## src/rtl/tx_word_feeder.sv

```systemverilog
// Word FIFO feeding a two-lane byte transmitter, high byte first, using a
// Moore request/acknowledge handshake per lane with a sticky timeout error.
module tx_word_feeder #(
  parameter int DEPTH_LOG2  = 2,
  parameter int ACK_TIMEOUT = 255
) (
  input  logic                  Clock,
  input  logic                  Reset,
  input  logic [15:0]           WrData,
  input  logic                  WrEn,
  output logic                  Full,
  output logic                  Empty,
  output logic [DEPTH_LOG2:0]   Count,
  output logic [15:0]           Data,
  output logic [1:0]            LatchData,
  input  logic [1:0]            Busy,
  output logic                  InFlight,
  output logic                  TxError
);

  localparam int DEPTH = 1 << DEPTH_LOG2;
  localparam logic [DEPTH_LOG2:0] FULL_COUNT = {1'b1, {DEPTH_LOG2{1'b0}}};
  localparam logic [DEPTH_LOG2:0] CNT_ONE    = (DEPTH_LOG2+1)'(1);
  localparam logic [DEPTH_LOG2-1:0] PTR_ONE  = DEPTH_LOG2'(1);
  // Timer counts from 0, so the last permitted request cycle is ACK_TIMEOUT-1.
  localparam logic [15:0] TIMEOUT_LAST = 16'(ACK_TIMEOUT - 1);

  typedef enum logic [2:0] {
    IDLE    = 3'd0,
    HI_FREE = 3'd1,
    HI_REQ  = 3'd2,
    LO_FREE = 3'd3,
    LO_REQ  = 3'd4
  } state_t;

  state_t state, state_next;

  logic [15:0]           mem [DEPTH];
  logic [DEPTH_LOG2-1:0] wr_ptr, rd_ptr;
  logic [DEPTH_LOG2:0]   count_next;
  logic [15:0]           timer;
  logic                  push, pop, timed_out, tx_fail, req_entry;

  // A full FIFO drops the write even when a pop frees a slot this cycle.
  assign push      = WrEn && !Full;
  assign pop       = (state == IDLE) && (Count != '0);
  assign timed_out = (timer == TIMEOUT_LAST);
  assign req_entry = ((state_next == HI_REQ) && (state != HI_REQ)) ||
                     ((state_next == LO_REQ) && (state != LO_REQ));

  always_comb begin
    count_next = Count;
    case ({push, pop})
      2'b10:   count_next = Count + CNT_ONE;
      2'b01:   count_next = Count - CNT_ONE;
      default: count_next = Count;
    endcase
  end

  // State register
  always_ff @(posedge Clock) begin
    if (!Reset) state <= IDLE;
    else        state <= state_next;
  end

  // Next-state logic; an acknowledge wins over a coincident timeout.
  always_comb begin
    state_next = state;
    tx_fail    = 1'b0;
    case (state)
      IDLE:    if (pop) state_next = HI_FREE;
      HI_FREE: if (!Busy[1]) state_next = HI_REQ;
      HI_REQ: begin
        if (Busy[1]) begin
          state_next = LO_FREE;
        end else if (timed_out) begin
          state_next = LO_FREE;
          tx_fail    = 1'b1;
        end
      end
      LO_FREE: if (!Busy[0]) state_next = LO_REQ;
      LO_REQ: begin
        if (Busy[0]) begin
          state_next = IDLE;
        end else if (timed_out) begin
          state_next = IDLE;
          tx_fail    = 1'b1;
        end
      end
      default: state_next = IDLE;
    endcase
  end

  // Moore outputs
  always_comb begin
    LatchData = 2'b00;
    InFlight  = 1'b1;
    case (state)
      IDLE:    InFlight  = 1'b0;
      HI_REQ:  LatchData = 2'b10;
      LO_REQ:  LatchData = 2'b01;
      default: LatchData = 2'b00;
    endcase
  end

  always_ff @(posedge Clock) begin
    if (!Reset) begin
      wr_ptr  <= '0;
      rd_ptr  <= '0;
      Count   <= '0;
      Full    <= 1'b0;
      Empty   <= 1'b1;
      timer   <= '0;
      TxError <= 1'b0;
      Data    <= '0;
    end else begin
      if (push) wr_ptr <= wr_ptr + PTR_ONE;
      if (pop) begin
        rd_ptr <= rd_ptr + PTR_ONE;
        Data   <= mem[rd_ptr];
      end
      Count <= count_next;
      Full  <= (count_next == FULL_COUNT);
      Empty <= (count_next == '0);
      if (req_entry)
        timer <= '0;
      else if ((state == HI_REQ) || (state == LO_REQ))
        timer <= timer + 16'd1;
      if (tx_fail) TxError <= 1'b1;
    end
  end

  // Storage is not reset; only the pointers and count define its contents.
  always_ff @(posedge Clock) begin
    if (push) mem[wr_ptr] <= WrData;
  end

endmodule

```

## config.mk

```make
export PLATFORM = sky130hd
export DESIGN_NAME = tx_word_feeder
export DESIGN_NICKNAME = d
export VERILOG_FILES = /design/src/rtl/tx_word_feeder.sv
export SDC_FILE = /design/constraint.sdc
export NUM_CORES = 1
export LEC_CHECK = 0
export BUFFER_PORTS_ARGS = -buffer_cell sky130_fd_sc_hd__buf_2
export CORE_AREA = 2 2 115 117
export CTS_BUF_LIST = sky130_fd_sc_hd__clkbuf_8
export DETAILED_ROUTE_END_ITERATION = 7
export DIE_AREA = 0 0 117 119
export GPL_TIMING_DRIVEN = 0
export PLACE_DENSITY = 0.5
export SYNTH_ARGS = -nofsm -noshare
export SYNTH_HDL_FRONTEND = slang
export SYNTH_SLANG_ARGS = --single-unit
```

## constraint.sdc

```tcl
create_clock -name Clock -period 4.4 [get_ports Clock]
set_clock_uncertainty 0.05 [all_clocks]
set_input_delay 0.44 -clock Clock [delete_from_list [all_inputs] [get_ports Clock]]
set_output_delay 0.44 -clock Clock [all_outputs]
set_load 0.03 [all_outputs]
```

==> results.cfg, run 1 <==
[clock_tree]
postCtsSetupRepairBufs = 0
htreeDepth = 3
worst_skew_pair.late_latency_ns = 0.39
cts_buffer_depth = 2
clock_sink_count = 109
cts_inserted_buffers = 9
cts_tree = built
cts_resized = 0
hold_buffers = 0
clock_tree.root_cell = sky130_fd_sc_hd__clkbuf_8
clk_pin_slew_worst_paths_ns = 0.12

[global_route]
first_global_vias = 2737
grt_first_pass_wirelength_mm = 14.1
globalRouteTotalUtil = 0.136
grt.overflow.total = 0
largest_net_degree_at_the_start_of_global_routing = 21
number_of_antenna_violations_at_the_first_check_in_global_routing = 0

[worst_setup_path]
endpoint_kind = flop
start_kind = flop
worst-endpoint-arrival_ns = 3.85
timing.critical_path.required_ns = 4.68
setup.worst_path.class = flop to flop
critPathMaxFanout = 10

[sta]
max_clock_freq_mhz = 280
setup_total_negative_slack_ns = 0
rsz0062_at_grt = no
setup_violating_endpoint_count_in_the_final_report = 0
slew_headroom = 0.358
final_max_slew_viol_count = 0
min_period_ns = 3.57
finalHoldViolations = 0
tightestPinTransition_ns = 0.962
fin_crit_sh = 0.811

[power_and_ir_drop]
cellPowerDensity_nw_per_um2 = 574
total_power_mw = 2.87
power.static_leakage_nw = 1.78
max_ir_drop_vdd_v = 0.000304

[placed_design]
io_buffers = 45
gpl.final_weighted_congestion = 0.749
post-dp-hpwl_mm = 5.59

[die]
start_util = 0.339
core_um2 = 12900
num_io_pins = 46
die_area_um2 = 13900
floorplan.die.width_um = 117
die_y_um = 119
rows = 42

[logic_synthesis]
synthesis.area_um2 = 4360
postSynthAreaPerCell_um2 = 13.3
ys_warn_count = 0
synthDominantAreaCellType = sky130_fd_sc_hd__edfxtp_1
netlist-cell-type-count = 49
synth-seq-area-share = 0.647
synth_enable_flop_cells = 64
gate_count_of_the_mapped_netlist = 327
ys_seq_elements = 109
post_synth_arst_share = 0
yosys_most_used_dff = sky130_fd_sc_hd__edfxtp_1
yosysTopAreaCellShare = 0.440
mappedNetlistNets = 356
ys_top_cells_by_area = sky130_fd_sc_hd__edfxtp_1, sky130_fd_sc_hd__dfxtp_1, sky130_fd_sc_hd__mux4_2, sky130_fd_sc_hd__nand2_1, sky130_fd_sc_hd__a21oi_1

[detailed_routing]
route.final.wire_length_mm = 8.61
postRouteAntennaNets = 0
post_drt_wl_per_cell_um = 15.3
vias_per_cell = 4.69
drt_drc_violations_left = 0
drt_pass1_iterations = 4
detail_route.iter0.violations = 142
routed-via-count = 2647

[flow_run]
cap_viol_max_count = 0

[finish]
area_delta_synth_final_pct = 14.6
layout.cells.most_common_list = sky130_fd_sc_hd__edfxtp_1, sky130_fd_sc_hd__buf_2, sky130_fd_sc_hd__dfxtp_1
final_layout_size_suffix_gt1_frac = 0.232
layout.cells.most_common = sky130_fd_sc_hd__edfxtp_1
num_antenna_cells = 0
fin_nets = 412

[status]
outcome = complete, no violations

[hold_path]
hold_path_class = input pin to flop
[where the power goes]
part | internal (mW) | switching [mW]
Sequential | 1.25 | 0.0785
Combinational | 0.342 | 0.601
Clock | 0.221 | 0.376
Total | 1.81 | 1.06
[kinds of logic after synthesis]
family,synth area share
flops,0.647
simple gates,0.117
compound gates,0.0608
buf+inv,0.0290
mux,0.0900
xor+xnor,0.0318
fa+ha+maj,0.0247
[sequential cells by signal, indices dropped and copies added (netlist names)]
name,count
mem,64
Data,16
timer,16
Count,3
state,3
rd_ptr,2
wr_ptr,2
Empty,1
Full,1
TxError,1
[metrics by stage]
stage	hold WS, ns	area [um2]	cells	worst slack [ns]	util
CTS	0.197	5000	564	0.820	0.388
global placement	0.392	4810	548	0.939	0.373
detailed placement	0.395	4810	548	0.848	0.373
floorplan	0.417	4360	327	1.59	-
finish	0.216	5000	564	0.833	0.388
global route	0.193	5000	564	0.562	0.388
[critical path, stage by stage (launching register included)]
cell and delay (ns):
sky130_fd_sc_hd__dfxtp_1 0.35, sky130_fd_sc_hd__buf_2 0.18, sky130_fd_sc_hd__nor3_1 0.46, sky130_fd_sc_hd__o31ai_2 0.30, sky130_fd_sc_hd__clkinv_1 0.27, sky130_fd_sc_hd__buf_2 0.31
sky130_fd_sc_hd__ha_1 0.24, sky130_fd_sc_hd__inv_1 0.06, sky130_fd_sc_hd__fa_1 0.38, sky130_fd_sc_hd__xor2_1 0.16, sky130_fd_sc_hd__or3_1 0.31, sky130_fd_sc_hd__a21oi_1 0.27
sky130_fd_sc_hd__nor2b_1 0.16
[worst paths after layout]
kind,endpoint,slack [ns],depth (start not counted),from
worst max-delay path,Full$_SDFF_PN0_,0.83,12,state[1]$_SDFF_PN0_
worst min-delay path,mem[1][7]$_DFFE_PP_,0.22,1,WrData[7]
worst max register to register,Full$_SDFF_PN0_,0.83,12,state[1]$_SDFF_PN0_
worst min register to register,Data[13]$_SDFFE_PN0P_,0.41,2,Data[13]$_SDFFE_PN0P_
[layer usage]
metal / GRT usage / share of wire / vias up
met2: 0.219 / 0.49 / 45
met5: 0 / 0 / -
met4: 0.0360 / 0.011 / 0
met1: 0.173 / 0.46 / 1287
li1: - / - / 1303
met3: 0.0483 / 0.038 / 12
[final cells by class]
cell class / instances / area, um2
plain buffers: 14 / 70.1
clock buffers: 9 / 124
clock inverters: 7 / 67.6
fillers: 1240 / 7880
inverters: 15 / 56.3
multi-input cells: 189 / 1410
flip-flops and latches: 109 / 2820
well taps: 176 / 220
repair buffers: 45 / 225
[synth_stat cells (all sizes together), types with 2 or more instances]
cell type	number
xnor2	7
or3	6
nand4b	2
nor3	6
dfxtp	45
ha	7
nand2	39
and3	2
nor2	19
inv	14
clkbuf	8
and2	5
edfxtp	64
o21a	3
o21ai	8
a21oi	25
nand4	4
nand3	5
or4	3
xor2	8
mux4	16
nor2b	2
buf	6
o211ai	2
mux2	2
No activity file was read; power rests on OpenSTA's default activity.
==> run 2, diff against run 1 <==
Settings changed: PLACE_DENSITY 0.5 to 0.52.
Clock period 4.4 ns to 3 ns, I/O delays scaled along.
==> run 2 against run 1 <==
  * Routed wire length is 2.6% higher
  * Die area unchanged
  * Utilization up 0.71 points
  * Critical path depth stayed put
  * Global-route usage rose by 0.28 points
  * Critical path type unchanged
  * Largest cell class unchanged
  * Largest power group unchanged
==> results.cfg, run 2 (synthesis results as in run 1) <==
[finish]
area_delta_synth_final_pct = 16.7
largest_register_ff_count = 64
seq_area_um2 = 2820
final.fill_count = 1245
design_area_um2 = 5090
multiInputGateArea_um2 = 1430
layout.cells.most_common_list = sky130_fd_sc_hd__edfxtp_1, sky130_fd_sc_hd__buf_2, sky130_fd_sc_hd__dfxtp_1
largest_register = mem
fin_cells = 567
layout.cells.most_common = sky130_fd_sc_hd__edfxtp_1
fin_nets = 415
num_antenna_cells = 0
final_layout_size_suffix_gt1_frac = 0.243
finish.utilization = 0.395
reg_top3 = mem: 64 flops, Data: 16 flops, timer: 16 flops

[hold_path]
hold_path_startpoint = WrData[6]
hold_path_class = input pin to flop

[worst_setup_path]
timing.critical_path.required_ns = 3.26
start_kind = flop
endpoint_kind = flop
critPathMaxFanout = 10
cp_slowest_cell = sky130_fd_sc_hd__fa_1
setup.worst_path.class = flop to flop
cp_cell_instances = buf_2 > nor3_4 > o31ai_4 > clkinv_2 > buf_6 > ha_1 > inv_1 > fa_1 > xor2_1 > or3_1 > a21oi_1 > nor2b_1
critical_path.startpoint = state[1]$_SDFF_PN0_
worst-endpoint-arrival_ns = 3.04
path_delay_family = simple AND/OR/NAND/NOR gates
rr_startpoint = state[1]$_SDFF_PN0_
path_buf_inv = 4
critical-path-max-stage-delay_ns = 0.37

[clock_tree]
hold_buffers = 0
clock_tree.root_cell = sky130_fd_sc_hd__clkbuf_8
cts_buffer_depth = 2
clk_pin_slew_worst_paths_ns = 0.12
worst_skew_pair.late_latency_ns = 0.38
htreeDepth = 3
cts_inserted_buffers = 9
cts_tree = built
clock_sink_count = 109

[sta]
setup_violating_endpoint_count_in_the_final_report = 0
fin_crit_sh = 0.928
setup_total_negative_slack_ns = 0
tightestPinTransition_ns = 0.968
rsz0062_at_grt = no
slew_headroom = 0.355
min_period_ns = 2.78
final_max_slew_viol_count = 0
max_clock_freq_mhz = 359
finalHoldViolations = 0

[power_and_ir_drop]
swShare = 0.361
combinationalPowerShare = 0.336
p_int_mw = 2.81
switching_power_mw = 1.59
cellPowerDensity_nw_per_um2 = 863
power.static_leakage_nw = 1.81
total_power_mw = 4.39
power.clock.fraction = 0.220
sequential_cell_fraction_of_total_power = 0.444
max_ir_drop_vdd_v = 0.000485

[placed_design]
dpl-instance-area_um2 = 4810
place.detailed.instances = 548
io_buffers = 45
gpl.final_weighted_congestion = 0.753
post-dp-hpwl_mm = 5.76

[global_route]
grt.overflow.total = 0
globalRouteTotalUtil = 0.138
first_global_vias = 2729
number_of_antenna_violations_at_the_first_check_in_global_routing = 0
grt_first_pass_wirelength_mm = 14.3
largest_net_degree_at_the_start_of_global_routing = 22

[detailed_routing]
route.final.wire_length_mm = 8.84
postRouteAntennaNets = 0
post_drt_wl_per_cell_um = 15.6
drt_pass1_iterations = 4
vias_per_cell = 4.74
routed-via-count = 2689
detail_route.iter0.violations = 151
drt_drc_violations_left = 0

[die]
floorplan.die.width_um = 117
die_area_um2 = 13900
num_io_pins = 46
die_y_um = 119
core_um2 = 12900
rows = 42
start_util = 0.339

[flow_run]
cap_viol_max_count = 0

[status]
outcome = complete, no violations
-- run 2: cell types whose count changed in the layout (fill, tap and decap cells not counted), sizes merged --
cell / previous run / this run
inv: 18 / 14
buf: 51 / 54
clkinv: 4 / 7
bufinv: 0 / 1
-- run 2: per-stage QoR --
stage          hold WS [ns]  setup slack, ns
2_1_floorplan         0.329            0.193
3_3_place_gp          0.394           -0.517
4_1_cts              0.0571           0.0676
3_5_place_dp          0.399           -0.518
5_1_grt              0.0597          0.00244
6_report             0.0789            0.217
-- run 2: layout make-up --
cell class	instances	area share
Sequential cell	109	0.554
Timing Repair Buffer	48	0.0487
Clock inverter	7	0.0214
Clock buffer	9	0.0243
Inverter	15	0.0113
Buffer	14	0.0150
Tap cell	176	0.0433
Multi-Input combinational cell	189	0.282
-- run 2: metal layers --
metal  global-route usage  vias up  wire length [um]
li1                     -     1314                 -
met5                    0        -                 0
met3               0.0372        7               358
met2                0.224       49              4350
met4               0.0463        0               131
met1                0.179     1319              4000
-- run 2: power by group through the flow --
stage	clock (mW)	combinational (mW)	sequential (mW)
after floorplan	0	0.802	2.18
after global placement	0	1.41	1.97
after detailed placement	0	1.43	1.98
after CTS	1.01	1.48	1.95
after global routing	1.06	1.64	1.98
final	0.968	1.48	1.95
-- run 2: path summary, 6_finish.rpt --
kind              depth (start not counted)  slack [ns]                   end
setup / recovery                         12        0.22       Full$_SDFF_PN0_
hold / removal                            1        0.08   mem[2][6]$_DFFE_PP_
setup reg to reg                         12        0.22       Full$_SDFF_PN0_
hold reg to reg                           2        0.41  Data[6]$_SDFFE_PN0P_
-- run 2: worst register-to-register path: cells and delay by family, from the launching register on --
| family | cells | cell delay [ns] |
|---|---|---|
| buffers and inverters | 4 | 0.59 |
| adders and majority gates | 2 | 0.56 |
| DFF | 1 | 0.35 |
| and+or+nand+nor | 3 | 0.68 |
| AOI/OAI and AO/OA | 2 | 0.34 |
| xor gates and xnor gates | 1 | 0.15 |
-- run 2: timing repair --
| item | in CTS | in global routing |
|---|---|---|
| endpoints found under the hold margin | 0 | 0 |
| endpoints found under the setup margin | 4 | 2 |
| buffers inserted | 1 | 2 |
| resized for setup | 5 | 1 |
| pin swaps | 0 | 1 |
==> run 3, diff against run 2 <==
Settings changed: PLACE_DENSITY 0.52 to 0.5.
Clock period 3 ns to 2.9 ns, I/O delays scaled along.
==> run 3 against run 2 <==
  * Worst setup slack lost 0.010 ns
  * Final cell count shrank 0.18%
  * Global-route usage shrank 0.22 points
  * Die area is the same
  * Routed wire length shrank 1.9%
  * Sequential cell count is the same
  * Clock-buffer cell count is the same
  * Cell area shrank 0.88%
  * Combinational power is essentially flat
  * Worst hold slack lost 0.0093 ns
  * Register-to-register slack is essentially flat
  * Critical path type unchanged
  * Critical endpoint unchanged
==> results.cfg, run 3 (synthesis results as in run 1) <==
[status]
outcome = complete, no violations

[placed_design]
dp_worst_setup_slack_ns = -0.652
place.detailed.instances = 548
gpl.final_weighted_congestion = 0.749
io_buffers = 45
post-dp-hpwl_mm = 5.59

[hold_path]
hold_path_startpoint = WrData[0]
timing.hold.worst_endpoint = mem[0][0]$_DFFE_PP_
hold_path_class = input pin to flop
whs_path_depth = 1

[clock_tree]
clock_tree.root_cell = sky130_fd_sc_hd__clkbuf_8
cts_tree = built
cts_buffer_depth = 2
clock_sink_count = 109
cts_inserted_buffers = 9
clk_pin_slew_worst_paths_ns = 0.11
htreeDepth = 3
hold_buffers = 0
worst_skew_pair.late_latency_ns = 0.39

[flow_run]
cap_viol_max_count = 0

[detailed_routing]
met2_length_mm = 4.23
routed-wl-met3_um = 275
route.final.wire_length_mm = 8.67
post_drt_wl_per_cell_um = 15.3
drt_drc_violations_left = 0
wirelength_met1_mm = 4.09
vias_per_cell = 4.68
routed-via-count = 2647
route.top_layer_used = met4
postRouteAntennaNets = 0
drt_pass1_iterations = 4
detail_route.iter0.violations = 143

[finish]
area_delta_synth_final_pct = 15.7
num_antenna_cells = 0
final_layout_size_suffix_gt1_frac = 0.244
layout.cells.most_common_list = sky130_fd_sc_hd__edfxtp_1, sky130_fd_sc_hd__buf_2, sky130_fd_sc_hd__dfxtp_1
seq_area_um2 = 2820
final.fill_count = 1239
reg_top3 = mem: 64 flops, Data: 16 flops, timer: 16 flops
largest_register = mem
multiInputGateArea_um2 = 1440
largest_register_ff_count = 64
fin_cells = 566
fin_nets = 414
finish.utilization = 0.392
layout.cells.most_common = sky130_fd_sc_hd__edfxtp_1

[power_and_ir_drop]
cellPowerDensity_nw_per_um2 = 878
power.static_leakage_nw = 1.79
max_ir_drop_vdd_v = 0.000463

[global_route]
grt.overflow.total = 0
grt_first_pass_wirelength_mm = 14.1
first_global_vias = 2744
globalRouteTotalUtil = 0.136
largest_net_degree_at_the_start_of_global_routing = 21
number_of_antenna_violations_at_the_first_check_in_global_routing = 0

[worst_setup_path]
rr_startpoint = state[1]$_SDFF_PN0_
setup.reg_to_reg.worst_slack_ns = 0.21
setup.worst_path.class = flop to flop
reg2reg_depth = 11
endpoint_kind = flop
r2r_end = Full$_SDFF_PN0_
worst-endpoint-arrival_ns = 2.98
critical-path-max-stage-delay_ns = 0.39
cp_slowest_cell = sky130_fd_sc_hd__fa_1
path_buf_inv = 3
path_delay_family = simple AND/OR/NAND/NOR gates
cp_cell_instances = buf_2 > nor3_4 > o31ai_4 > clkinv_4 > ha_1 > inv_1 > fa_1 > xor2_1 > or3_1 > a21oi_2 > nor2b_1
timing.critical_path.required_ns = 3.18
critPathMaxFanout = 18
start_kind = flop

[die]
core_um2 = 12900
rows = 42
start_util = 0.339
die_area_um2 = 13900
floorplan.die.width_um = 117
die_y_um = 119
num_io_pins = 46

[sta]
max_clock_freq_mhz = 371
setup_violating_endpoint_count_in_the_final_report = 0
min_period_ns = 2.69
post-route-worst-setup-slack_ns = 0.207
final_max_slew_viol_count = 0
setup_total_negative_slack_ns = 0
fin_crit_sh = 0.929
finalHoldViolations = 0
rsz0062_at_grt = no
slew_headroom = 0.362
tightestPinTransition_ns = 0.958
## run 3: worst reg2reg max path, delay by kind of cell (launching register included)
family                     cells  cell delay [ns]
AOI/OAI and AO/OA              2             0.34
xor gates and xnor gates       1             0.17
adders and majority gates      2             0.61
buffers and inverters          3             0.42
DFF                            1             0.35
and+or+nand+nor                3             0.69
## run 3: area by class of cell
class,instances,area share
Buffer,13,0.0129
Tap cell,176,0.0436
Sequential cell,109,0.559
Multi-Input combinational cell,189,0.285
Clock buffer,9,0.0245
Clock inverter,7,0.0134
Timing Repair Buffer,48,0.0491
Inverter,15,0.0121
## run 3: worst max path at each step
stage / startpoint / endpoint / depth (start not counted)
2_1_floorplan: state[1]$_SDFF_PN0_ / Full$_SDFF_PN0_ / 12
3_3_place_gp: state[1]$_SDFF_PN0_ / Full$_SDFF_PN0_ / 12
3_5_place_dp: state[1]$_SDFF_PN0_ / Full$_SDFF_PN0_ / 12
4_1_cts: state[1]$_SDFF_PN0_ / Full$_SDFF_PN0_ / 12
5_1_grt: state[1]$_SDFF_PN0_ / Full$_SDFF_PN0_ / 11
6_report: state[1]$_SDFF_PN0_ / Full$_SDFF_PN0_ / 11
## run 3: layer usage
layer,GRT usage,vias up
met4,0.0360,0
li1,-,1306
met3,0.0483,7
met5,0,-
met2,0.219,39
met1,0.174,1295
## run 3: timing repair
| action | 4_1_cts | 5_1_grt |
|---|---|---|
| gates resized for setup | 7 | 0 |
| buffers inserted | 1 | 2 |
| cloned | 0 | 0 |
| pin swaps | 0 | 1 |
| endpoints found under the setup margin | 4 | 3 |
## run 3: report_power, final
| group | leakage (nW) | switching (mW) | internal [mW] |
|---|---|---|---|
| logic | 0.739 | 0.938 | 0.563 |
| registers | 0.954 | 0.124 | 1.90 |
| clock network | 0.101 | 0.573 | 0.336 |
| total | 1.79 | 1.64 | 2.80 |
## run 3: per-stage QoR
stage / area [um2] / hold slack, ns / power [mW]
final: 5050 / 0.0696 / 4.43
after global routing: 5050 / 0.0425 / 4.70
after CTS: 5040 / 0.0471 / 4.49
after detailed placement: 4810 / 0.395 / 3.51
after global placement: 4810 / 0.392 / 3.49
after floorplan: 4360 / 0.319 / 3.08
